[src/rtl/cpu_defs_pkg.sv]
// Shared definitions for the hardwired control unit: opcodes, T-state
// encoding and the instruction classes the sequencer dispatches on.
package cpu_defs;

    // 5-bit opcodes taken from IR[31:27]
    localparam logic [4:0] OP_ADD  = 5'b00011;
    localparam logic [4:0] OP_SUB  = 5'b00100;
    localparam logic [4:0] OP_AND  = 5'b00101;
    localparam logic [4:0] OP_OR   = 5'b00110;
    localparam logic [4:0] OP_SHR  = 5'b00111;
    localparam logic [4:0] OP_SHRA = 5'b01000;
    localparam logic [4:0] OP_SHL  = 5'b01001;
    localparam logic [4:0] OP_ROR  = 5'b01010;
    localparam logic [4:0] OP_ROL  = 5'b01011;
    localparam logic [4:0] OP_ADDI = 5'b01100;
    localparam logic [4:0] OP_ANDI = 5'b01101;
    localparam logic [4:0] OP_ORI  = 5'b01110;
    localparam logic [4:0] OP_MUL  = 5'b01111;
    localparam logic [4:0] OP_DIV  = 5'b10000;
    localparam logic [4:0] OP_NEG  = 5'b10001;
    localparam logic [4:0] OP_NOT  = 5'b10010;
    localparam logic [4:0] OP_NOP  = 5'b11010;
    localparam logic [4:0] OP_HALT = 5'b11011;

    // Sequencer state; the numeric values are part of the interface
    typedef enum logic [3:0] {
        ST_RST    = 4'd0,
        ST_T0     = 4'd1,
        ST_T1     = 4'd2,
        ST_T2     = 4'd3,
        ST_T3     = 4'd4,
        ST_T4     = 4'd5,
        ST_T5     = 4'd6,
        ST_T6     = 4'd7,
        ST_HALTED = 4'd8
    } tstate_t;

    // Instruction classes: each class shares one execute-step strobe pattern
    typedef enum logic [2:0] {
        C_RR,
        C_IMM,
        C_UN,
        C_MD,
        C_NOP,
        C_HALT
    } op_class_t;

endpackage

[src/rtl/op_class_decode.sv]
// Combinational opcode-to-class decoder. Unlisted opcodes behave as nop.
module op_class_decode
    import cpu_defs::*;
#(
    parameter int OPW = 5
) (
    input  logic [OPW-1:0] opcode,
    output op_class_t      op_class
);

    // Map every opcode onto the execute pattern it uses
    always_comb begin
        op_class = C_NOP;
        case (opcode)
            OP_ADD, OP_SUB, OP_AND, OP_OR, OP_SHR,
            OP_SHRA, OP_SHL, OP_ROR, OP_ROL:  op_class = C_RR;
            OP_ADDI, OP_ANDI, OP_ORI:         op_class = C_IMM;
            OP_NEG, OP_NOT:                   op_class = C_UN;
            OP_MUL, OP_DIV:                   op_class = C_MD;
            OP_HALT:                          op_class = C_HALT;
            OP_NOP:                           op_class = C_NOP;
            default:                          op_class = C_NOP;
        endcase
    end

endmodule

[src/rtl/control_sequencer.sv]
// Hardwired control sequencer: steps through fetch (T0..T2) and the
// class-specific execute steps, driving the datapath strobes as a pure
// function of the current T-state and the opcode held in IR.
module control_sequencer
    import cpu_defs::*;
#(
    parameter int OPW = 5,
    parameter int IRW = 32
) (
    input  logic           Clock,
    input  logic           Clear,
    input  logic [IRW-1:0] IR,
    input  logic           Stop,
    output logic           Run,
    output logic           PCout,
    output logic           Zhighout,
    output logic           Zlowout,
    output logic           MDRout,
    output logic           HIout,
    output logic           LOout,
    output logic           PCin,
    output logic           MARin,
    output logic           MDRin,
    output logic           IRin,
    output logic           Yin,
    output logic           Zin,
    output logic           HIin,
    output logic           LOin,
    output logic           IncPC,
    output logic           Read,
    output logic           Gra,
    output logic           Grb,
    output logic           Grc,
    output logic           Rin,
    output logic           Rout,
    output logic           Cout,
    output logic [OPW-1:0] alu_op
);

    tstate_t        state;
    tstate_t        next_state;
    op_class_t      op_class;
    logic [OPW-1:0] opcode;
    logic           ir_unused;
    tstate_t        after_last;

    assign opcode = IR[IRW-1 -: OPW];

    // Only the opcode field steers control; register fields go to the datapath
    assign ir_unused = ^IR[IRW-OPW-1:0];

    op_class_decode #(
        .OPW (OPW)
    ) u_decode (
        .opcode   (opcode),
        .op_class (op_class)
    );

    // Where to go after an instruction's final execute step
    assign after_last = Stop ? ST_HALTED : ST_T0;

    // State register; Clear overrides every transition including halt/Stop
    always_ff @(posedge Clock) begin
        if (Clear) begin
            state <= ST_RST;
        end else begin
            state <= next_state;
        end
    end

    // Next-state sequencing per instruction class
    always_comb begin
        next_state = ST_RST;
        case (state)
            ST_RST: next_state = ST_T0;
            ST_T0:  next_state = ST_T1;
            ST_T1:  next_state = ST_T2;
            ST_T2:  next_state = ST_T3;
            ST_T3: begin
                case (op_class)
                    C_HALT:  next_state = ST_HALTED;
                    C_NOP:   next_state = after_last;
                    default: next_state = ST_T4;
                endcase
            end
            ST_T4: begin
                case (op_class)
                    C_UN:              next_state = after_last;
                    C_RR, C_IMM, C_MD: next_state = ST_T5;
                    default:           next_state = ST_T0;
                endcase
            end
            ST_T5: begin
                if (op_class == C_MD) begin
                    next_state = ST_T6;
                end else begin
                    next_state = after_last;
                end
            end
            ST_T6:     next_state = after_last;
            ST_HALTED: next_state = ST_HALTED;
            default:   next_state = ST_RST;
        endcase
    end

    // Strobe table: Moore outputs from state, with the class picking execute steps
    always_comb begin
        Run      = 1'b0;
        PCout    = 1'b0;
        Zhighout = 1'b0;
        Zlowout  = 1'b0;
        MDRout   = 1'b0;
        HIout    = 1'b0;
        LOout    = 1'b0;
        PCin     = 1'b0;
        MARin    = 1'b0;
        MDRin    = 1'b0;
        IRin     = 1'b0;
        Yin      = 1'b0;
        Zin      = 1'b0;
        HIin     = 1'b0;
        LOin     = 1'b0;
        IncPC    = 1'b0;
        Read     = 1'b0;
        Gra      = 1'b0;
        Grb      = 1'b0;
        Grc      = 1'b0;
        Rin      = 1'b0;
        Rout     = 1'b0;
        Cout     = 1'b0;
        alu_op   = '0;
        case (state)
            ST_T0: begin
                Run   = 1'b1;
                PCout = 1'b1;
                MARin = 1'b1;
                IncPC = 1'b1;
                Zin   = 1'b1;
            end
            ST_T1: begin
                Run     = 1'b1;
                Zlowout = 1'b1;
                PCin    = 1'b1;
                Read    = 1'b1;
                MDRin   = 1'b1;
            end
            ST_T2: begin
                Run    = 1'b1;
                MDRout = 1'b1;
                IRin   = 1'b1;
            end
            ST_T3: begin
                Run = 1'b1;
                case (op_class)
                    C_RR, C_IMM: begin
                        Grb  = 1'b1;
                        Rout = 1'b1;
                        Yin  = 1'b1;
                    end
                    C_UN: begin
                        Grb    = 1'b1;
                        Rout   = 1'b1;
                        Zin    = 1'b1;
                        alu_op = opcode;
                    end
                    C_MD: begin
                        Gra  = 1'b1;
                        Rout = 1'b1;
                        Yin  = 1'b1;
                    end
                    default: ;
                endcase
            end
            ST_T4: begin
                Run = 1'b1;
                case (op_class)
                    C_RR: begin
                        Grc    = 1'b1;
                        Rout   = 1'b1;
                        Zin    = 1'b1;
                        alu_op = opcode;
                    end
                    C_IMM: begin
                        Cout   = 1'b1;
                        Zin    = 1'b1;
                        alu_op = opcode;
                    end
                    C_UN: begin
                        Zlowout = 1'b1;
                        Gra     = 1'b1;
                        Rin     = 1'b1;
                    end
                    C_MD: begin
                        Grb    = 1'b1;
                        Rout   = 1'b1;
                        Zin    = 1'b1;
                        alu_op = opcode;
                    end
                    default: ;
                endcase
            end
            ST_T5: begin
                Run = 1'b1;
                case (op_class)
                    C_RR, C_IMM: begin
                        Zlowout = 1'b1;
                        Gra     = 1'b1;
                        Rin     = 1'b1;
                    end
                    C_MD: begin
                        Zlowout = 1'b1;
                        LOin    = 1'b1;
                    end
                    default: ;
                endcase
            end
            ST_T6: begin
                Run = 1'b1;
                if (op_class == C_MD) begin
                    Zhighout = 1'b1;
                    HIin     = 1'b1;
                end
            end
            default: ;
        endcase
    end

endmodule

[config.mk]
export PLATFORM = sky130hd
export DESIGN_NAME = control_sequencer
export DESIGN_NICKNAME = d
export VERILOG_FILES = /design/src/rtl/cpu_defs_pkg.sv /design/src/rtl/op_class_decode.sv /design/src/rtl/control_sequencer.sv
export SDC_FILE = /design/constraint.sdc
export NUM_CORES = 1
export LEC_CHECK = 0
export CORE_AREA = 2 2 39 41
export DETAILED_ROUTE_END_ITERATION = 7
export DIE_AREA = 0 0 41 43
export DONT_BUFFER_PORTS = 1
export PLACE_DENSITY = 0.69
export REMOVE_ABC_BUFFERS = 1
export SLEW_MARGIN = 10
export SYNTH_ARGS = -nofsm -noshare
export SYNTH_HDL_FRONTEND = slang
export SYNTH_HIERARCHICAL = 1
export SYNTH_SLANG_ARGS = --single-unit
[constraint.sdc]
create_clock -name Clock -period 1.79 [get_ports Clock]
set_input_delay 0.2685 -clock Clock [delete_from_list [all_inputs] [get_ports Clock]]
set_output_delay 0.2685 -clock Clock [all_outputs]
set_load 0.01 [all_outputs]
==> metrics.md, run 1 <==
| Metric | Value |
|---|---|
| Final Skew | `0.238 ps` |
| Vias in the first global route | `635` |
| Logic pwr share | `0.424` |
| Fin util | `0.565` |
| Leading cell types by count after synthesis | `14 x nor2_1, 10 x buf_4, 8 x nand2_1` |
| Die X | `41 um` |
| First-pass GRT wire length | `2330 um` |
| Initial Util | `0.493` |
| Delay-heaviest family, CP | `simple AND/OR/NAND/NOR gates` |
| Psw | `0.147 mW` |
| Final WS setup | `48.9 ps` |
| Unique masters post-synth | `40` |
| WP data required | `1520 ps` |
| TritonCTS clock tree | `done` |
| Routability congestion estimate | `0.810` |
| CTS Buf Count | `3` |
| Max Slew Vio Count | `0` |
| Max Freq | `574 MHz` |
| RSZ-0062 raised after global routing | `yes` |
| IO Count | `63` |
| Slowest CP cell | `and2b_2` |
| Final wirelength | `1590 um` |
| Setup-failing EPs final | `0` |
| Ys async rst share | `0` |
| Crit path buf inv count | `0` |
| Sequential share of power | `0.293` |
| PD cells | `503 nW/um2` |
| Fin crit period | `1740 ps` |
| Largest register by flop count | `state` |
| Cell taking the most area after synthesis | `dfxtp_1` |
| Register area share after synthesis | `0.117` |
| Total congestion overflow | `0` |
| Worst hold path class | `in -> reg` |
| Drt initial violations | `25` |
| Worst hold slack | `219 ps` |
| FP Rows | `14` |
| Flops & latches, synth | `4` |
| Post-route ant nets | `0` |
| Switching share of total power | `0.375` |
| DRC Markers | `0` |
| Final instance count without filler cells | `124` |
| Final period utilization | `0.973` |
| Max Cap Viol | `0` |
| Outcome | `finished clean` |
| Area Overhead vs Synth | `14.7%` |
| # nets final | `145` |
| Vias/cell | `5.83` |
| Placed Cells incl. Taps | `120` |
| Worst setup EP type | `output port` |
| Tot Pwr | `0.393 mW` |
| Worst Path Arrival | `1470 ps` |
| Tot GR Track Use | `0.185` |
| Gate Count Post-Synth | `101` |
| IO buf count | `0` |
| Crit path launch type | `input port` |
| CP Max Fanout | `6` |
| Share of cells above drive strength 1 | `0.333` |
| Critical path class | `in -> out` |
| Syn Std Cell Area | `682 um2` |
| Biggest regs | `state (4)` |
| Clock-pin slew on the worst setup and hold paths | `40 ps` |
| CTS H-tree depth | `1` |
| CP max stage delay | `260 ps` |
| Drt wl/cell | `12.8 um` |
| Count leader, synth | `nor2_1` |
| Placed cell areas | `714 um2` |
| Share of the synthesized area in the top cell type | `0.117` |
| Die ar. | `1760 um2` |
| Post-CTS Hold Buffers | `0` |
| CTS max path bufs | `2` |
| Clock sinks | `4` |
| Mean post-synth cell area | `6.75 um2` |
| Maximum VDD drop | `0.194 mV` |
| Area contributors post-synth | `dfxtp_1 12%, buf_4 11%, nor2_1 7.7%` |
| Clock share of power | `0.283` |
| Via count | `723` |
| Die height | `43 um` |
| DPL Wire Length | `1180 um` |
| Post-route cell area | `782 um2` |
| Core area | `1380 um2` |
| Internal power | `0.246 mW` |
| Initial antenna violation count | `0` |
| Synth warn | `6` |
| Worst slack at placement | `-51.0 ps` |
| Fill cells | `145` |
| Setup_tns | `0 ps` |
| Largest net degree at the start of global routing | `15` |
| CTS root buffer | `clkbuf_4` |
| Hold Fails Final Rpt | `0` |
| Primary FF master, synth | `dfxtp_1` |
| ANT cells | `0` |
| EDFF count, synth | `0` |
| Worst skew pair latency | `230 ps` |
| Critical path cell sequence | `nor3_1, o21ai_0, o21ai_1, and2b_2, xnor2_2, nor2_2, and2_1` |
| Pre-antenna DRT Iters | `4` |
| Leakage Power | `0.335 nW` |
| Max reg flops | `4` |
-- cells in the final DEF, fill, tap and decap left out, types with 4 or more instances in the layout --
cell type,n
a21oi_1,4
and2_1,5
buf_4,18
nand2_1,8
nor2_1,13
nor3_1,5
o21ai_0,5
-- cells by family (layout without fill, tap and decap cells) --
group / Yosys count / after routing / synth area share
simple gates: 48 / 48 / 0.365
other cells: 1 / 2 / 0.00550
buf+inv: 19 / 25 / 0.196
flops: 4 / 4 / 0.117
compound gates: 24 / 24 / 0.251
xor+xnor: 5 / 5 / 0.0642
-- worst reg2reg max path, delay by kind of cell (launching register included) --
family | cells | cell delay (ps)
compound gates | 3 | 600
simple gates | 1 | 250
flops | 1 | 480
-- worst paths after layout --
kind / startpoint / to / slack, ps / cells after the start
hold / removal: Clear / state[2] / 220 / 2
setup reg to reg: state[0] / state[0] / 350 / 4
setup / recovery: IR[30] / alu_op[0] / 50 / 7
hold reg to reg: state[2] / state[2] / 650 / 2
-- area by class of cell --
| type | instances | area (um2) | area share |
|---|---|---|---|
| Clock buffer | 3 | 22.5 | 0.0288 |
| Sequential cell | 4 | 82.6 | 0.106 |
| Timing Repair Buffer | 18 | 135 | 0.173 |
| Multi-Input combinational cell | 79 | 507 | 0.648 |
| Tap cell | 16 | 20.0 | 0.0256 |
| Inverter | 4 | 15.0 | 0.0192 |
-- power by group through the flow --
stage | Combinational (mW) | Clock (mW) | Sequential (mW)
after floorplan | 0.105 | 0 | 0.111
after global placement | 0.149 | 0 | 0.113
after detailed placement | 0.152 | 0 | 0.113
after CTS | 0.155 | 0.120 | 0.112
after global routing | 0.182 | 0.121 | 0.116
final | 0.167 | 0.111 | 0.115
-- per-layer routing --
metal  global-route usage  up-vias  wire, um
li1                     -      360         -
met1                0.225      327       668
met2                0.294       34       800
met3               0.0157        2       107
met4                0.113        0        14
met5                    0        -         0
-- repair_timing --
action	CTS	global route
gates resized for setup	4	7
pin swaps	0	3
setup endpoints to repair	7	9
setup buffers	0	1
(Power assumes the default switching activity.)
==> run 2: changes to the inputs <==
--- a/config.mk
+++ b/config.mk
@@ -5,12 +5,15 @@
 export SDC_FILE = /design/constraint.sdc
 export NUM_CORES = 1
 export LEC_CHECK = 0
+export ABC_AREA = 1
 export CORE_AREA = 2 2 39 41
 export DETAILED_ROUTE_END_ITERATION = 7
 export DIE_AREA = 0 0 41 43
 export DONT_BUFFER_PORTS = 1
-export PLACE_DENSITY = 0.69
+export HOLD_SLACK_MARGIN = 0.02
+export PLACE_DENSITY = 0.67
 export REMOVE_ABC_BUFFERS = 1
+export SKIP_CTS_REPAIR_TIMING = 1
 export SLEW_MARGIN = 10
 export SYNTH_ARGS = -nofsm -noshare
 export SYNTH_HDL_FRONTEND = slang
==> metrics.md, run 2 <==
| Metric | Value |
|---|---|
| Die height | `43 um (unchanged)` |
| Area contributors post-synth | `inv_1 16%, nand2_1 16%, nor2_1 14%` |
| Drt initial violations | `16 (-36%)` |
| DRC Markers | `0 (unchanged)` |
| Die X | `41 um (unchanged)` |
| Area Overhead vs Synth | `9.40%` |
| Worst setup EP type | `output port` |
| Tot Pwr | `0.365 mW (-7.1%)` |
| CTS max path bufs | `2 (unchanged)` |
| Leakage Power | `0.436 nW (+30%)` |
| Largest register by flop count | `state` |
| Total congestion overflow | `0 (unchanged)` |
| Critical path class | `reg -> out` |
| Flops & latches, synth | `4 (unchanged)` |
| Share of cells above drive strength 1 | `0.187 (-0.147)` |
| Biggest regs | `state (4)` |
| WL met1 | `610 um (-8.7%)` |
| Most Frequent Cell on Critical Path | `nor2_1` |
| Tot GR Track Use | `0.190 (+0.00475)` |
| CP startpoint | `state[0]` |
| Capture point of the critical path | `Grb` |
| Syn Std Cell Area | `666 um2 (-2.4%)` |
| Register area share after synthesis | `0.120 (+0.00287)` |
| RSZ-0062 raised after global routing | `yes` |
| Max layer used | `met3` |
| Crit path launch type | `register` |
| Fill cells | `154 (+6.2%)` |
| Drt wl/cell | `9.81 um (-24%)` |
| CTS Buf Count | `3 (unchanged)` |
| FP Rows | `14 (unchanged)` |
| Register-to-Register Path Depth | `5 (+1)` |
| Final wirelength | `1470 um (-7.5%)` |
| Max Freq | `589 MHz (+2.5%)` |
| Max Slew Vio Count | `0 (unchanged)` |
| Leading cell types by count after synthesis | `29 x inv_1, 28 x nand2_1, 25 x nor2_1` |
| Fin crit period | `1700 ps (-42.3 ps)` |
| Worst Path Arrival | `1430 ps (-40 ps)` |
| CP max stage delay | `380 ps (+120 ps)` |
| WL met2 | `736 um (-8.0%)` |
| Vias in the first global route | `648 (+2.0%)` |
| R2R Setup Slk | `530 ps (+180 ps)` |
| Max Cap Viol | `0 (unchanged)` |
| Ys async rst share | `0 (unchanged)` |
| CTS H-tree depth | `1 (unchanged)` |
| Clock sinks | `4 (unchanged)` |
| WP depth | `6 (-1)` |
| IO buf count | `0 (unchanged)` |
| Synth warn | `6 (unchanged)` |
| Gate Count Post-Synth | `131 (+30%)` |
| Max reg flops | `4 (unchanged)` |
| Largest net degree at the start of global routing | `8 (-7)` |
| Primary FF master, synth | `dfxtp_1` |
| Count leader, synth | `inv_1` |
| Worst hold path class | `in -> reg` |
| CTS root buffer | `clkbuf_4` |
| Maximum VDD drop | `0.220 mV (+13%)` |
| Die ar. | `1760 um2 (unchanged)` |
| Slowest CP cell | `dfxtp_1` |
| Initial Util | `0.481 (-0.0118)` |
| Critical path cell sequence | `nand2_1, nor2_4, inv_1, nor2_1, a21oi_1, nor2_1` |
| Vias/cell | `5.08 (-13%)` |
| Worst skew pair latency | `230 ps (about the same)` |
| Initial antenna violation count | `0 (unchanged)` |
| Unique masters post-synth | `17 (-57%)` |
| Pre-antenna DRT Iters | `7 (+3)` |
| # nets final | `171 (+18%)` |
| PD cells | `502 nW/um2 (-0.26%)` |
| TritonCTS clock tree | `done` |
| Crit path buf inv count | `1 (+1)` |
| Setup-failing EPs final | `0 (unchanged)` |
| Final period utilization | `0.949 (-0.0237)` |
| Hold Fails Final Rpt | `0 (unchanged)` |
| Routability congestion estimate | `0.794 (-2.0%)` |
| CP Max Fanout | `5 (-1)` |
| Via count | `762 (+5.4%)` |
| Most frequent cells in the layout | `26 x inv_1, 26 x nand2_1, 24 x nor2_1, 15 x nand3_1, 7 x buf_4` |
| Outcome | `finished clean` |
| Crit Reg-Reg Endpoint | `state[2]` |
| Delay-heaviest family, CP | `simple AND/OR/NAND/NOR gates` |
| DPL Wire Length | `1240 um (+4.5%)` |
| Final Skew | `5.07 ps (+4.84 ps)` |
| Mean post-synth cell area | `5.08 um2 (-25%)` |
| Worst r2r src | `state[3]` |
| Clock-pin slew on the worst setup and hold paths | `40 ps (about the same)` |
| Core area | `1380 um2 (unchanged)` |
| WL met3 | `125 um (+17%)` |
| Cell taking the most area after synthesis | `inv_1` |
| IO Count | `63 (unchanged)` |
| Worst hold slack | `108 ps (-111 ps)` |
| EDFF count, synth | `0 (unchanged)` |
| Share of the synthesized area in the top cell type | `0.164 (+0.0461)` |
| WP data required | `1520 ps (about the same)` |
| Post-route ant nets | `0 (unchanged)` |
| ANT cells | `0 (unchanged)` |
| First-pass GRT wire length | `2400 um (+3.0%)` |
-- run 2: changes by cell type in the layout (fill, tap and decap cells not counted), sizes merged, moves of 3 or more --
cell,delta
nand2,+20
and2,-5
nor4,-3
xor2,-3
buf,-11
nand3,+15
inv,+25
nor2,+13
-- run 2: report_power, final --
part | internal (mW) | leakage [nW] | switching [mW] | total, mW
combinational | 0.0465 | 0.390 | 0.105 | 0.151
sequential | 0.0968 | 0.0328 | 0.00707 | 0.104
clock | 0.0749 | 0.0138 | 0.0351 | 0.110
total | 0.218 | 0.436 | 0.147 | 0.365
-- run 2: area by class of cell --
| type | count | area, um2 | area share |
|---|---|---|---|
| Sequential cell | 4 | 80.1 | 0.110 |
| Clock buffer | 3 | 22.5 | 0.0309 |
| Inverter | 29 | 109 | 0.149 |
| Multi-Input combinational cell | 91 | 444 | 0.610 |
| Tap cell | 16 | 20.0 | 0.0275 |
| Timing Repair Buffer | 7 | 52.6 | 0.0722 |
-- run 2: worst min path at each step --
stage	from	to	slack, ps	cells after the start
final	Clear	state[2]	110	1
after global placement	Clear	state[1]	340	1
after global routing	Clear	state[2]	100	1
after floorplan	Clear	state[1]	340	1
after detailed placement	Clear	state[2]	350	1
after CTS	Clear	state[2]	110	1
-- run 2: layer usage --
| layer | vias up | global-route usage |
|---|---|---|
| met5 | - | 0 |
| met4 | 0 | 0.0600 |
| met3 | 0 | 0.0262 |
| met2 | 31 | 0.300 |
| met1 | 330 | 0.253 |
| li1 | 401 | - |
-- run 2: metrics by stage --
step,setup TNS [ps],instance area (um2),std cells,utilization,worst slack (ps)
after floorplan,0,609,124,-,117
final,0,728,150,0.526,91.3
after CTS,0,697,149,0.504,42.6
after global placement,0,674,146,0.487,67.2
after global routing,-35.9,728,150,0.526,-33.6
after detailed placement,0,674,146,0.487,45.2
-- run 2: cells by family (layout without fill, tap and decap cells) --
logic type      after synthesis  after routing  synth area share
other cells                   1              2           0.00563
simple gates                 79             79             0.519
compound gates               10             10             0.101
flops                         4              4             0.120
buf+inv                      37             39             0.254
